**config.mk**
```make
export PLATFORM = sky130hd
export DESIGN_NAME = conv_window_accumulator
export DESIGN_NICKNAME = d
export VERILOG_FILES = /design/src/rtl/conv_window_accumulator.sv
export SDC_FILE = /design/constraint.sdc
export NUM_CORES = 1
export LEC_CHECK = 0
export ABC_CLOCK_PERIOD_IN_PS = 5200
export BUFFER_PORTS_ARGS = -buffer_cell sky130_fd_sc_hd__buf_4
export CAP_MARGIN = 20
export CORE_MARGIN = 2
export CORE_UTILIZATION = 45
export CTS_CLUSTER_DIAMETER = 200
export DETAILED_ROUTE_END_ITERATION = 8
export GPL_TIMING_DRIVEN = 1
export PLACE_DENSITY = 0.62
export SLEW_MARGIN = 20
export SYNTH_ARGS = -nofsm -noshare
export SYNTH_HDL_FRONTEND = slang
export SYNTH_SLANG_ARGS = --single-unit
```
**constraint.sdc**
```tcl
create_clock -name clk -period 5.2 [get_ports clk]
set_input_delay 1.04 -clock clk [delete_from_list [all_inputs] [get_ports clk]]
set_output_delay 1.04 -clock clk [all_outputs]
set_load 0.005 [all_outputs]
```
**src/rtl/conv_window_accumulator.sv**
```systemverilog
// Sums one K*K window of signed products plus a bias, saturates or truncates to OUT_W,
// and holds the result on a valid/ready port until the consumer takes it.
module conv_window_accumulator #(
  parameter int DATA_W = 16,
  parameter int OUT_W  = 32,
  parameter int ACC_W  = 40,
  parameter int MAX_K  = 7,
  parameter int SAT_EN = 1
) (
  input  logic                     clk,
  input  logic                     rst,
  input  logic signed [DATA_W-1:0] in_data,
  input  logic                     in_valid,
  output logic                     in_ready,
  input  logic [7:0]               kernel_size,
  input  logic signed [OUT_W-1:0]  bias,
  output logic signed [OUT_W-1:0]  out_data,
  output logic                     out_valid,
  input  logic                     out_ready,
  output logic                     out_sat,
  output logic                     busy
);

  localparam int CNT_W = $clog2(MAX_K * MAX_K + 1);
  localparam int HI_W  = ACC_W - OUT_W + 1;

  localparam logic [1:0] IDLE  = 2'd0;
  localparam logic [1:0] ACCUM = 2'd1;
  localparam logic [1:0] HOLD  = 2'd2;

  logic [1:0]              state;
  logic signed [ACC_W-1:0] acc;
  logic signed [ACC_W-1:0] acc_nxt;
  logic [CNT_W-1:0]        count;
  logic [CNT_W-1:0]        target;
  logic [CNT_W-1:0]        target_in;
  logic                    beat;
  logic                    last_beat;

  // Zero edge means a 1x1 window; oversize edges clamp to MAX_K.
  function automatic logic [CNT_W-1:0] window_len(input logic [7:0] ks);
    logic [7:0]  k;
    logic [15:0] sq;
    if (ks == 8'd0)
      k = 8'd1;
    else if (ks > 8'(MAX_K))
      k = 8'(MAX_K);
    else
      k = ks;
    sq = 16'(k) * 16'(k);
    return CNT_W'(sq);
  endfunction

  // Returns {flag, value}; flag marks a result that did not fit OUT_W.
  function automatic logic [OUT_W:0] sat_fn(input logic signed [ACC_W-1:0] a);
    logic [HI_W-1:0] hi;
    logic            fits;
    hi   = a[ACC_W-1:OUT_W-1];
    fits = (&hi) | ~(|hi);
    if (fits)
      return {1'b0, a[OUT_W-1:0]};
    else if (SAT_EN == 0)
      return {1'b1, a[OUT_W-1:0]};
    else if (a[ACC_W-1])
      return {2'b11, {(OUT_W-1){1'b0}}};
    else
      return {2'b10, {(OUT_W-1){1'b1}}};
  endfunction

  assign in_ready  = !rst && (state != HOLD);
  assign out_valid = (state == HOLD);
  assign busy      = (state != IDLE);
  assign beat      = in_valid && in_ready;

  always_comb begin
    target_in = window_len(kernel_size);
    if (state == IDLE)
      acc_nxt = ACC_W'(bias) + ACC_W'(in_data);
    else
      acc_nxt = acc + ACC_W'(in_data);
    if (state == IDLE)
      last_beat = beat && (target_in == CNT_W'(1));
    else
      last_beat = beat && (state == ACCUM) && ((count + CNT_W'(1)) == target);
  end

  always_ff @(posedge clk) begin
    if (rst) begin
      state    <= IDLE;
      acc      <= '0;
      count    <= '0;
      target   <= '0;
      out_data <= '0;
      out_sat  <= 1'b0;
    end else begin
      case (state)
        IDLE: if (beat) begin
          target <= target_in;
          acc    <= acc_nxt;
          count  <= CNT_W'(1);
          state  <= last_beat ? HOLD : ACCUM;
        end
        ACCUM: if (beat) begin
          acc   <= acc_nxt;
          count <= count + CNT_W'(1);
          if (last_beat)
            state <= HOLD;
        end
        HOLD: if (out_ready)
          state <= IDLE;
        default: state <= IDLE;
      endcase
      // Output register captures the final sum as the window closes.
      if (last_beat)
        {out_sat, out_data} <= sat_fn(acc_nxt);
    end
  end

endmodule

```
==> results of run 1 <==
[registers in the layout, indices dropped and copies added, names as in the netlist]
register and count:
out_data 32, target 5, acc 40, count 6, out_sat 1, state 2
[cells in the mapped netlist, types with 6 or more instances]
cell,instances,share of area [%]
sky130_fd_sc_hd__nand2b_1,11,0.84
sky130_fd_sc_hd__nand2_1,121,5.5
sky130_fd_sc_hd__buf_2,14,0.85
sky130_fd_sc_hd__inv_1,22,1.0
sky130_fd_sc_hd__nand3_1,52,3.2
sky130_fd_sc_hd__a31oi_1,10,0.76
sky130_fd_sc_hd__mux2i_1,8,0.98
sky130_fd_sc_hd__xnor2_1,38,4.1
sky130_fd_sc_hd__buf_6,6,0.82
sky130_fd_sc_hd__or3_1,31,2.4
sky130_fd_sc_hd__nor3_1,28,1.7
sky130_fd_sc_hd__a31o_2,7,0.75
sky130_fd_sc_hd__o32ai_1,27,2.9
sky130_fd_sc_hd__o2111ai_1,6,0.64
sky130_fd_sc_hd__nor2_1,111,5.1
sky130_fd_sc_hd__dfxtp_1,86,21
sky130_fd_sc_hd__a21o_1,18,1.6
sky130_fd_sc_hd__o21a_1,9,0.82
sky130_fd_sc_hd__and2_1,7,0.53
sky130_fd_sc_hd__xor2_1,29,3.1
sky130_fd_sc_hd__o211ai_1,17,1.6
sky130_fd_sc_hd__clkbuf_1,32,1.5
sky130_fd_sc_hd__or4_1,7,0.64
sky130_fd_sc_hd__o21ai_0,98,6.0
sky130_fd_sc_hd__ha_1,75,11
sky130_fd_sc_hd__a21oi_1,107,6.5
sky130_fd_sc_hd__nand4_1,15,1.1
sky130_fd_sc_hd__a211oi_1,21,1.9
[through the flow]
step                      worst slack (ns)  total power [uW]  area [um^2]
after floorplan                      0.478              1830         8230
after global placement               0.181              2300         9170
after detailed placement             0.106              2310         9170
after CTS                            0.434              3000         9480
after global routing                 0.118              3200         9480
final                                0.411              3010         9480
[worst max path at each step]
stage                     slack (ns)  depth (start not counted)                         to            from
final                           0.41                         15  out_data[19]$_SDFFE_PP0P_  kernel_size[7]
after floorplan                 0.48                         15  out_data[11]$_SDFFE_PP0P_  kernel_size[7]
after global routing            0.12                         15  out_data[13]$_SDFFE_PP0P_  kernel_size[7]
after detailed placement        0.11                         15   out_data[3]$_SDFFE_PP0P_  kernel_size[7]
after global placement          0.18                         15   out_data[8]$_SDFFE_PP0P_  kernel_size[7]
after CTS                       0.43                         15  out_data[19]$_SDFFE_PP0P_  kernel_size[7]
[per-layer routing]
layer / vias up / part of all wire, % / track usage (%)
met5: - / 0 / 0
met4: 0 / 2.3 / 6.43
met3: 46 / 6.4 / 4.63
met2: 301 / 45 / 43.0
met1: 4005 / 47 / 37.0
li1: 4302 / - / -
[report_power, final]
group	internal (uW)	switching, uW
registers	775	82.1
logic	586	879
clock network	389	299
total	1750	1260
[cell families after synthesis]
kind of cell    Yosys count  synth area share (%)
other cells               1                0.0457
buf+inv                  80                  4.65
flops                    86                  21.0
mux                      12                  1.55
xor+xnor                 67                  7.14
fa+ha+maj                79                  12.4
compound gates          378                  29.5
simple gates            412                  23.8
[cell type report]
cell class / count / share of cell area (%)
clock buffers: 10 / 2.52
clock inverters: 5 / 0.700
flip-flops and latches: 86 / 18.2
multi-input cells: 953 / 64.7
repair buffers: 121 / 9.98
well taps: 229 / 3.02
inverters: 22 / 0.872
[worst max-delay path: cells and delay by family]
family | cells | cell delay [ns]
buf+inv | 2 | 0.31
compound gates | 6 | 1.50
xor+xnor | 3 | 0.43
fa+ha+maj | 2 | 0.74
simple gates | 2 | 0.96
[cells in the final DEF (no fill, tap or decap), types with 6 or more instances in the layout]
cell type / n
sky130_fd_sc_hd__nand2b_1: 11
sky130_fd_sc_hd__a31o_2: 7
sky130_fd_sc_hd__o21a_1: 9
sky130_fd_sc_hd__a211oi_1: 21
sky130_fd_sc_hd__xor2_1: 29
sky130_fd_sc_hd__nand3_1: 52
sky130_fd_sc_hd__a31oi_1: 10
sky130_fd_sc_hd__buf_4: 118
sky130_fd_sc_hd__ha_1: 75
sky130_fd_sc_hd__dfxtp_1: 86
sky130_fd_sc_hd__o211ai_1: 17
sky130_fd_sc_hd__o2111ai_1: 6
sky130_fd_sc_hd__nand4_1: 15
sky130_fd_sc_hd__nor2_1: 110
sky130_fd_sc_hd__nor3_1: 28
sky130_fd_sc_hd__and2_1: 7
sky130_fd_sc_hd__nand2_1: 120
sky130_fd_sc_hd__o32ai_1: 27
sky130_fd_sc_hd__xnor2_1: 38
sky130_fd_sc_hd__or4_1: 7
sky130_fd_sc_hd__or3_1: 31
sky130_fd_sc_hd__a21oi_1: 107
sky130_fd_sc_hd__mux2i_1: 8
sky130_fd_sc_hd__o21ai_0: 98
sky130_fd_sc_hd__inv_1: 21
sky130_fd_sc_hd__clkbuf_16: 9
sky130_fd_sc_hd__a21o_1: 18
==> results by group, run 1 <==
Routing
  – Total iterations of the first detailed-routing run: 6
  – Via count: 8654
  – Wire length reported by the detailed router: 26300 um
  – Avg WL per Cell: 18.4 um
  – Number of nets still failing antenna checks after routing: 0
  – Number of vias per cell: 6.07
  – Post-route DRC violation count: 0
  – Drt initial violations: 835

Setup path
  – Critical path's largest stage delay: 0.57 ns
  – Critical R2R Launch: acc[0]$_SDFFE_PP0P_
  – FF-to-FF setup slack: 1.06 ns
  – Worst path slowest cell: sky130_fd_sc_hd__fa_1
  – Worst Setup End Kind: register
  – WP data required: 5.40 ns
  – Critical Path Fanout Max: 29
  – Kind of start point of the critical path: primary input
  – Crit-path most repeated cell: sky130_fd_sc_hd__xnor2_1
  – Critical path data arrival time: 4.99 ns
  – Worst R2R End: out_data[19]$_SDFFE_PP0P_
  – Setup Crit Path Kind: in2reg
  – Count of cells along the worst register-to-register path: 14
  – CP Cell Sequence: buf_4, or4_1, or3_1, fa_1, ha_1, xor2_1, xnor2_1, xnor2_1, a211oi_1, a21oi_1, a2111oi_2, o2111ai_1, o21ai_2, buf_12, o32ai_1

Flow run
  – Max-cap viol count: 0

Floorplan
  – Die Footprint: 19300 um^2
  – Die H: 139 um
  – Total I/O pin count: 96
  – Number of rows in the core area: 49
  – Initial core utilization: 45.7%
  – Core ar.: 18000 um^2
  – Horizontal extent of the die: 139 um

Global routing
  – Largest net degree at the start of global routing: 78
  – First-pass GRT wire length: 41700 um
  – Initial antenna violation count: 0
  – Overall overflow remaining after global route: 0
  – Vias in the first global route: 7870
  – Overall fraction of global-route tracks in use: 26.6%

Pwr
  – Worst VDD drop: 0.232 mV
  – Standby leakage power: 0.00389 uW
  – Power density normalized to cell area: 318 nW/um^2

STA
  – Unrepaired setup endpoints after global routing: false
  – Worst slew pin tran: 0.857 ns
  – Period Utilization, post-route: 92.1%
  – Total setup violations reported at the end of the flow: 0
  – Worst hold slack: 0.466 ns
  – Final setup TNS: 0 ns
  – Tmin final: 4.79 ns
  – Number of max-slew violations in the final report: 0
  – Worst Skew: 0.00748 ns
  – Fmax: 209 MHz
  – Hold violation total from the final report: 0
  – Worst max-slew margin expressed relative to the limit: 42.1%

Hold path
  – Worst min-delay path endpoint: out_data[31]$_SDFFE_PP0P_
  – Beginning of the worst hold path: out_data[31]$_SDFFE_PP0P_
  – Hold Crit Class: reg2reg
  – Worst hold path stage count: 2

Layout
  – Count of filler cells inserted in the layout: 1807
  – Net count, final: 1332
  – Synth-to-layout area growth: 15.4%
  – Antenna Diode Count: 0
  – Share of layout cells above drive strength 1: 13.5%
  – Fin cells: 1426
  – Utilization after layout: 52.7%
  – Multi-input combinational cell area: 6130 um^2
  – Storage element area: 1720 um^2

Yosys
  – Distinct cell type count after synthesis: 70
  – Register bit total from synthesis: 86
  – Prevailing post-synth register cell: sky130_fd_sc_hd__dfxtp_1
  – Share of synthesized area occupied by flip-flops and latches: 21.0%
  – Yosys warning total: 0
  – Proportion of register bits with asynchronous set or reset after synthesis: 0%
  – Post-synth EDFFs: 0
  – Per-instance average area after synthesis: 7.37 um^2
  – Cells after Synth: 1115
  – Netlist area before placement: 8210 um^2

Placed design
  – Routability cong.: 1.01
  – Placed wire-length estimate after detailed placement: 20400 um
  – Port Buf Inserts: 95
  – Number of placed instances, taps included: 1411

Clock network
  – Skew-Pair Late Insertion Delay: 0.35 ns
  – CTS H-tree depth: 3
  – Total setup buffers inserted after CTS: 0
  – Number of buffers added to fix hold violations after cts: 0
  – TritonCTS clock tree: built
  – Clock tree root driver cell: sky130_fd_sc_hd__clkbuf_16
  – Number of gates resized after cts: 0
  – Clock transition at path regs: 0.06 ns
  – Clk buf depth: 2
  – Count of clock tree sinks: 86
  – Number of CTS-inserted buffers: 9

Run status
  – Result of the run: finished, final reports clean
Power figures use the tool's default switching activity.
==> run 2: changes to the inputs <==
--- a/config.mk
+++ b/config.mk
@@ -9,12 +9,12 @@
 export BUFFER_PORTS_ARGS = -buffer_cell sky130_fd_sc_hd__buf_4
 export CAP_MARGIN = 20
 export CORE_MARGIN = 2
-export CORE_UTILIZATION = 45
+export CORE_UTILIZATION = 60
 export CTS_CLUSTER_DIAMETER = 200
 export DETAILED_ROUTE_END_ITERATION = 8
 export GPL_TIMING_DRIVEN = 1
-export PLACE_DENSITY = 0.62
-export SLEW_MARGIN = 20
+export PLACE_DENSITY = 0.8
+export SLEW_MARGIN = 15
 export SYNTH_ARGS = -nofsm -noshare
 export SYNTH_HDL_FRONTEND = slang
 export SYNTH_SLANG_ARGS = --single-unit
==> run 2 against run 1 <==
  * Critical path depth stayed put
  * Clock skew is 0.0062 ns higher
  * Setup slack worse by 0.088 ns
  * Maximum frequency is 1.8% lower
  * Power is 0.20% higher
  * Sequential power hardly changed
  * Final area is 1.2% lower
  * Critical endpoint is now out_data[4]$_SDFFE_PP0P_
  * Largest cell class unchanged
==> results by group, run 2 (same netlist as run 1, synthesis figures left out) <==
Clock network
  – Skew-Pair Late Insertion Delay: 0.36 ns (was 0.35 ns)
  – Clk buf depth: 2 (unchanged)
  – CTS H-tree depth: 3 (unchanged)
  – Number of CTS-inserted buffers: 9 (unchanged)
  – TritonCTS clock tree: built (unchanged)
  – Clock transition at path regs: 0.07 ns (was 0.06 ns)
  – Number of buffers added to fix hold violations after cts: 0 (unchanged)
  – Count of clock tree sinks: 86 (unchanged)
  – Clock tree root driver cell: sky130_fd_sc_hd__clkbuf_16 (unchanged)
  – Number of gates resized after cts: 0 (unchanged)
  – Total setup buffers inserted after CTS: 0 (unchanged)

Floorplan
  – Core ar.: 13300 um^2 (was 18000 um^2)
  – Horizontal extent of the die: 121 um (was 139 um)
  – Initial core utilization: 61.8% (was 45.7%)
  – Die H: 121 um (was 139 um)
  – Number of rows in the core area: 42 (was 49)
  – Total I/O pin count: 96 (unchanged)
  – Die Footprint: 14600 um^2 (was 19300 um^2)

STA
  – Worst hold slack: 0.462 ns (was 0.466 ns)
  – Unrepaired setup endpoints after global routing: false (unchanged)
  – Fmax: 205 MHz (was 209 MHz)
  – Number of max-slew violations in the final report: 0 (unchanged)
  – Worst Skew: 0.0137 ns (was 0.00748 ns)
  – Hold violation total from the final report: 0 (unchanged)
  – Worst slew pin tran: 0.770 ns (was 0.857 ns)
  – Worst max-slew margin expressed relative to the limit: 48.0% (was 42.1%)
  – Final setup TNS: 0 ns (unchanged)
  – Total setup violations reported at the end of the flow: 0 (unchanged)
  – Tmin final: 4.88 ns (was 4.79 ns)
  – Period Utilization, post-route: 93.8% (was 92.1%)

Routing
  – Number of nets still failing antenna checks after routing: 0 (unchanged)
  – Total iterations of the first detailed-routing run: 6 (unchanged)
  – Avg WL per Cell: 17.9 um (was 18.4 um)
  – Post-route DRC violation count: 0 (unchanged)
  – Number of vias per cell: 6.50 (was 6.07)
  – Wire length reported by the detailed router: 24500 um (was 26300 um)
  – Via count: 8873 (was 8654)
  – Drt initial violations: 1078 (was 835)

Layout
  – Multi-input combinational cell area: 6130 um^2 (unchanged)
  – Utilization after layout: 70.4% (was 52.7%)
  – Largest regs: acc (40), out_data (32), count (6) (unchanged)
  – Register ranked first by flip-flop count: acc (unchanged)
  – Final std cell area, no fill: 9360 um^2 (was 9480 um^2)
  – Synth-to-layout area growth: 14.0% (was 15.4%)
  – Highest-count cells in the layout ignoring fill and taps: sky130_fd_sc_hd__nand2_1, sky130_fd_sc_hd__buf_4, sky130_fd_sc_hd__nor2_1 (unchanged)
  – Count of filler cells inserted in the layout: 1182 (was 1807)
  – Net count, final: 1324 (was 1332)
  – Share of layout cells above drive strength 1: 13.0% (was 13.5%)
  – Largest register FFs: 40 (unchanged)
  – Commonest non-fill, non-tap cell in the layout: sky130_fd_sc_hd__nand2_1 (unchanged)
  – Antenna Diode Count: 0 (unchanged)
  – Storage element area: 1720 um^2 (unchanged)

Placed design
  – Placed wire-length estimate after detailed placement: 18400 um (was 20400 um)
  – Routability cong.: 1.05 (was 1.01)
  – Post-detailed-placement cell area: 9030 um^2 (was 9170 um^2)
  – Port Buf Inserts: 95 (unchanged)

Setup path
  – Kind of start point of the critical path: primary input (unchanged)
  – Worst path slowest cell: sky130_fd_sc_hd__fa_1 (unchanged)
  – Critical path's largest stage delay: 0.56 ns (was 0.57 ns)
  – Setup Crit Path Kind: in2reg (unchanged)
  – Category of cells accounting for the largest share of critical-path delay: compound AO/OA/AOI/OAI gates (unchanged)
  – Crit-path most repeated cell: sky130_fd_sc_hd__xnor2_1 (unchanged)
  – Critical path data arrival time: 5.08 ns (was 4.99 ns)
  – Bufs and invs on worst path: 2 (unchanged)
  – Critical Path Fanout Max: 29 (unchanged)
  – CP Cell Sequence: buf_4, or4_1, or3_1, fa_1, ha_1, xor2_1, xnor2_1, xnor2_1, a211oi_1, a21oi_1, a2111oi_2, o2111ai_1, o21ai_2, buf_12, o32ai_1 (unchanged)
  – WP data required: 5.41 ns (was 5.40 ns)
  – Worst Setup End Kind: register (unchanged)

Pwr
  – Worst VDD drop: 0.182 mV (was 0.232 mV)
  – Power density normalized to cell area: 322 nW/um^2 (was 318 nW/um^2)
  – Standby leakage power: 0.00386 uW (was 0.00389 uW)

Global routing
  – Vias in the first global route: 7823 (was 7870)
  – Largest net degree at the start of global routing: 79 (was 78)
  – Overall fraction of global-route tracks in use: 33.2% (was 26.6%)
  – First-pass GRT wire length: 38900 um (was 41700 um)
  – Initial antenna violation count: 0 (unchanged)
  – Overall overflow remaining after global route: 0 (unchanged)

Run status
  – Result of the run: finished, final reports clean (unchanged)

Flow run
  – Max-cap viol count: 0 (unchanged)

Hold path
  – Hold Crit Class: reg2reg (unchanged)
## run 2: layer usage
| metal | share of wire, % | GRT usage (%) | up-vias |
|---|---|---|---|
| met3 | 9.2 | 4.98 | 65 |
| met1 | 43 | 44.7 | 4083 |
| li1 | - | - | 4299 |
| met5 | 0 | 0 | - |
| met2 | 45 | 54.4 | 426 |
| met4 | 2.9 | 10.8 | 0 |
## run 2: worst min-delay path, cell delays in order (launching register included)
cell and delay, ns:
sky130_fd_sc_hd__dfxtp_1 0.31, sky130_fd_sc_hd__nand2_1 0.05, sky130_fd_sc_hd__a21oi_1 0.05
## run 2: through the flow
stage	instances	worst slack (ns)	power [uW]
after global placement	1350	0.224	2240
after CTS	1366	0.358	2990
final	1366	0.323	3020
after floorplan	1119	0.478	1830
after detailed placement	1350	0.0759	2260
after global routing	1366	0.0595	3190
## run 2: path summary, 6_finish.rpt
path	slack, ns	cells after the start	to	from
min	0.46	2	out_data[31]$_SDFFE_PP0P_	out_data[31]$_SDFFE_PP0P_
min reg2reg	0.46	2	out_data[31]$_SDFFE_PP0P_	out_data[31]$_SDFFE_PP0P_
max	0.32	15	out_data[4]$_SDFFE_PP0P_	kernel_size[7]
max reg2reg	1.04	15	out_data[4]$_SDFFE_PP0P_	acc[0]$_SDFFE_PP0P_
## run 2: layout make-up
cell class	count	share of cell area (%)
well taps	176	2.35
clock inverters	7	1.11
multi-input cells	953	65.5
flip-flops and latches	86	18.4
clock buffers	9	2.41
inverters	22	0.882
repair buffers	113	9.33
## run 2: power breakdown
| part | switching (uW) | internal [uW] | total, uW |
|---|---|---|---|
| clock | 296 | 427 | 723 |
| sequential | 81.1 | 775 | 856 |
| combinational | 867 | 571 | 1440 |
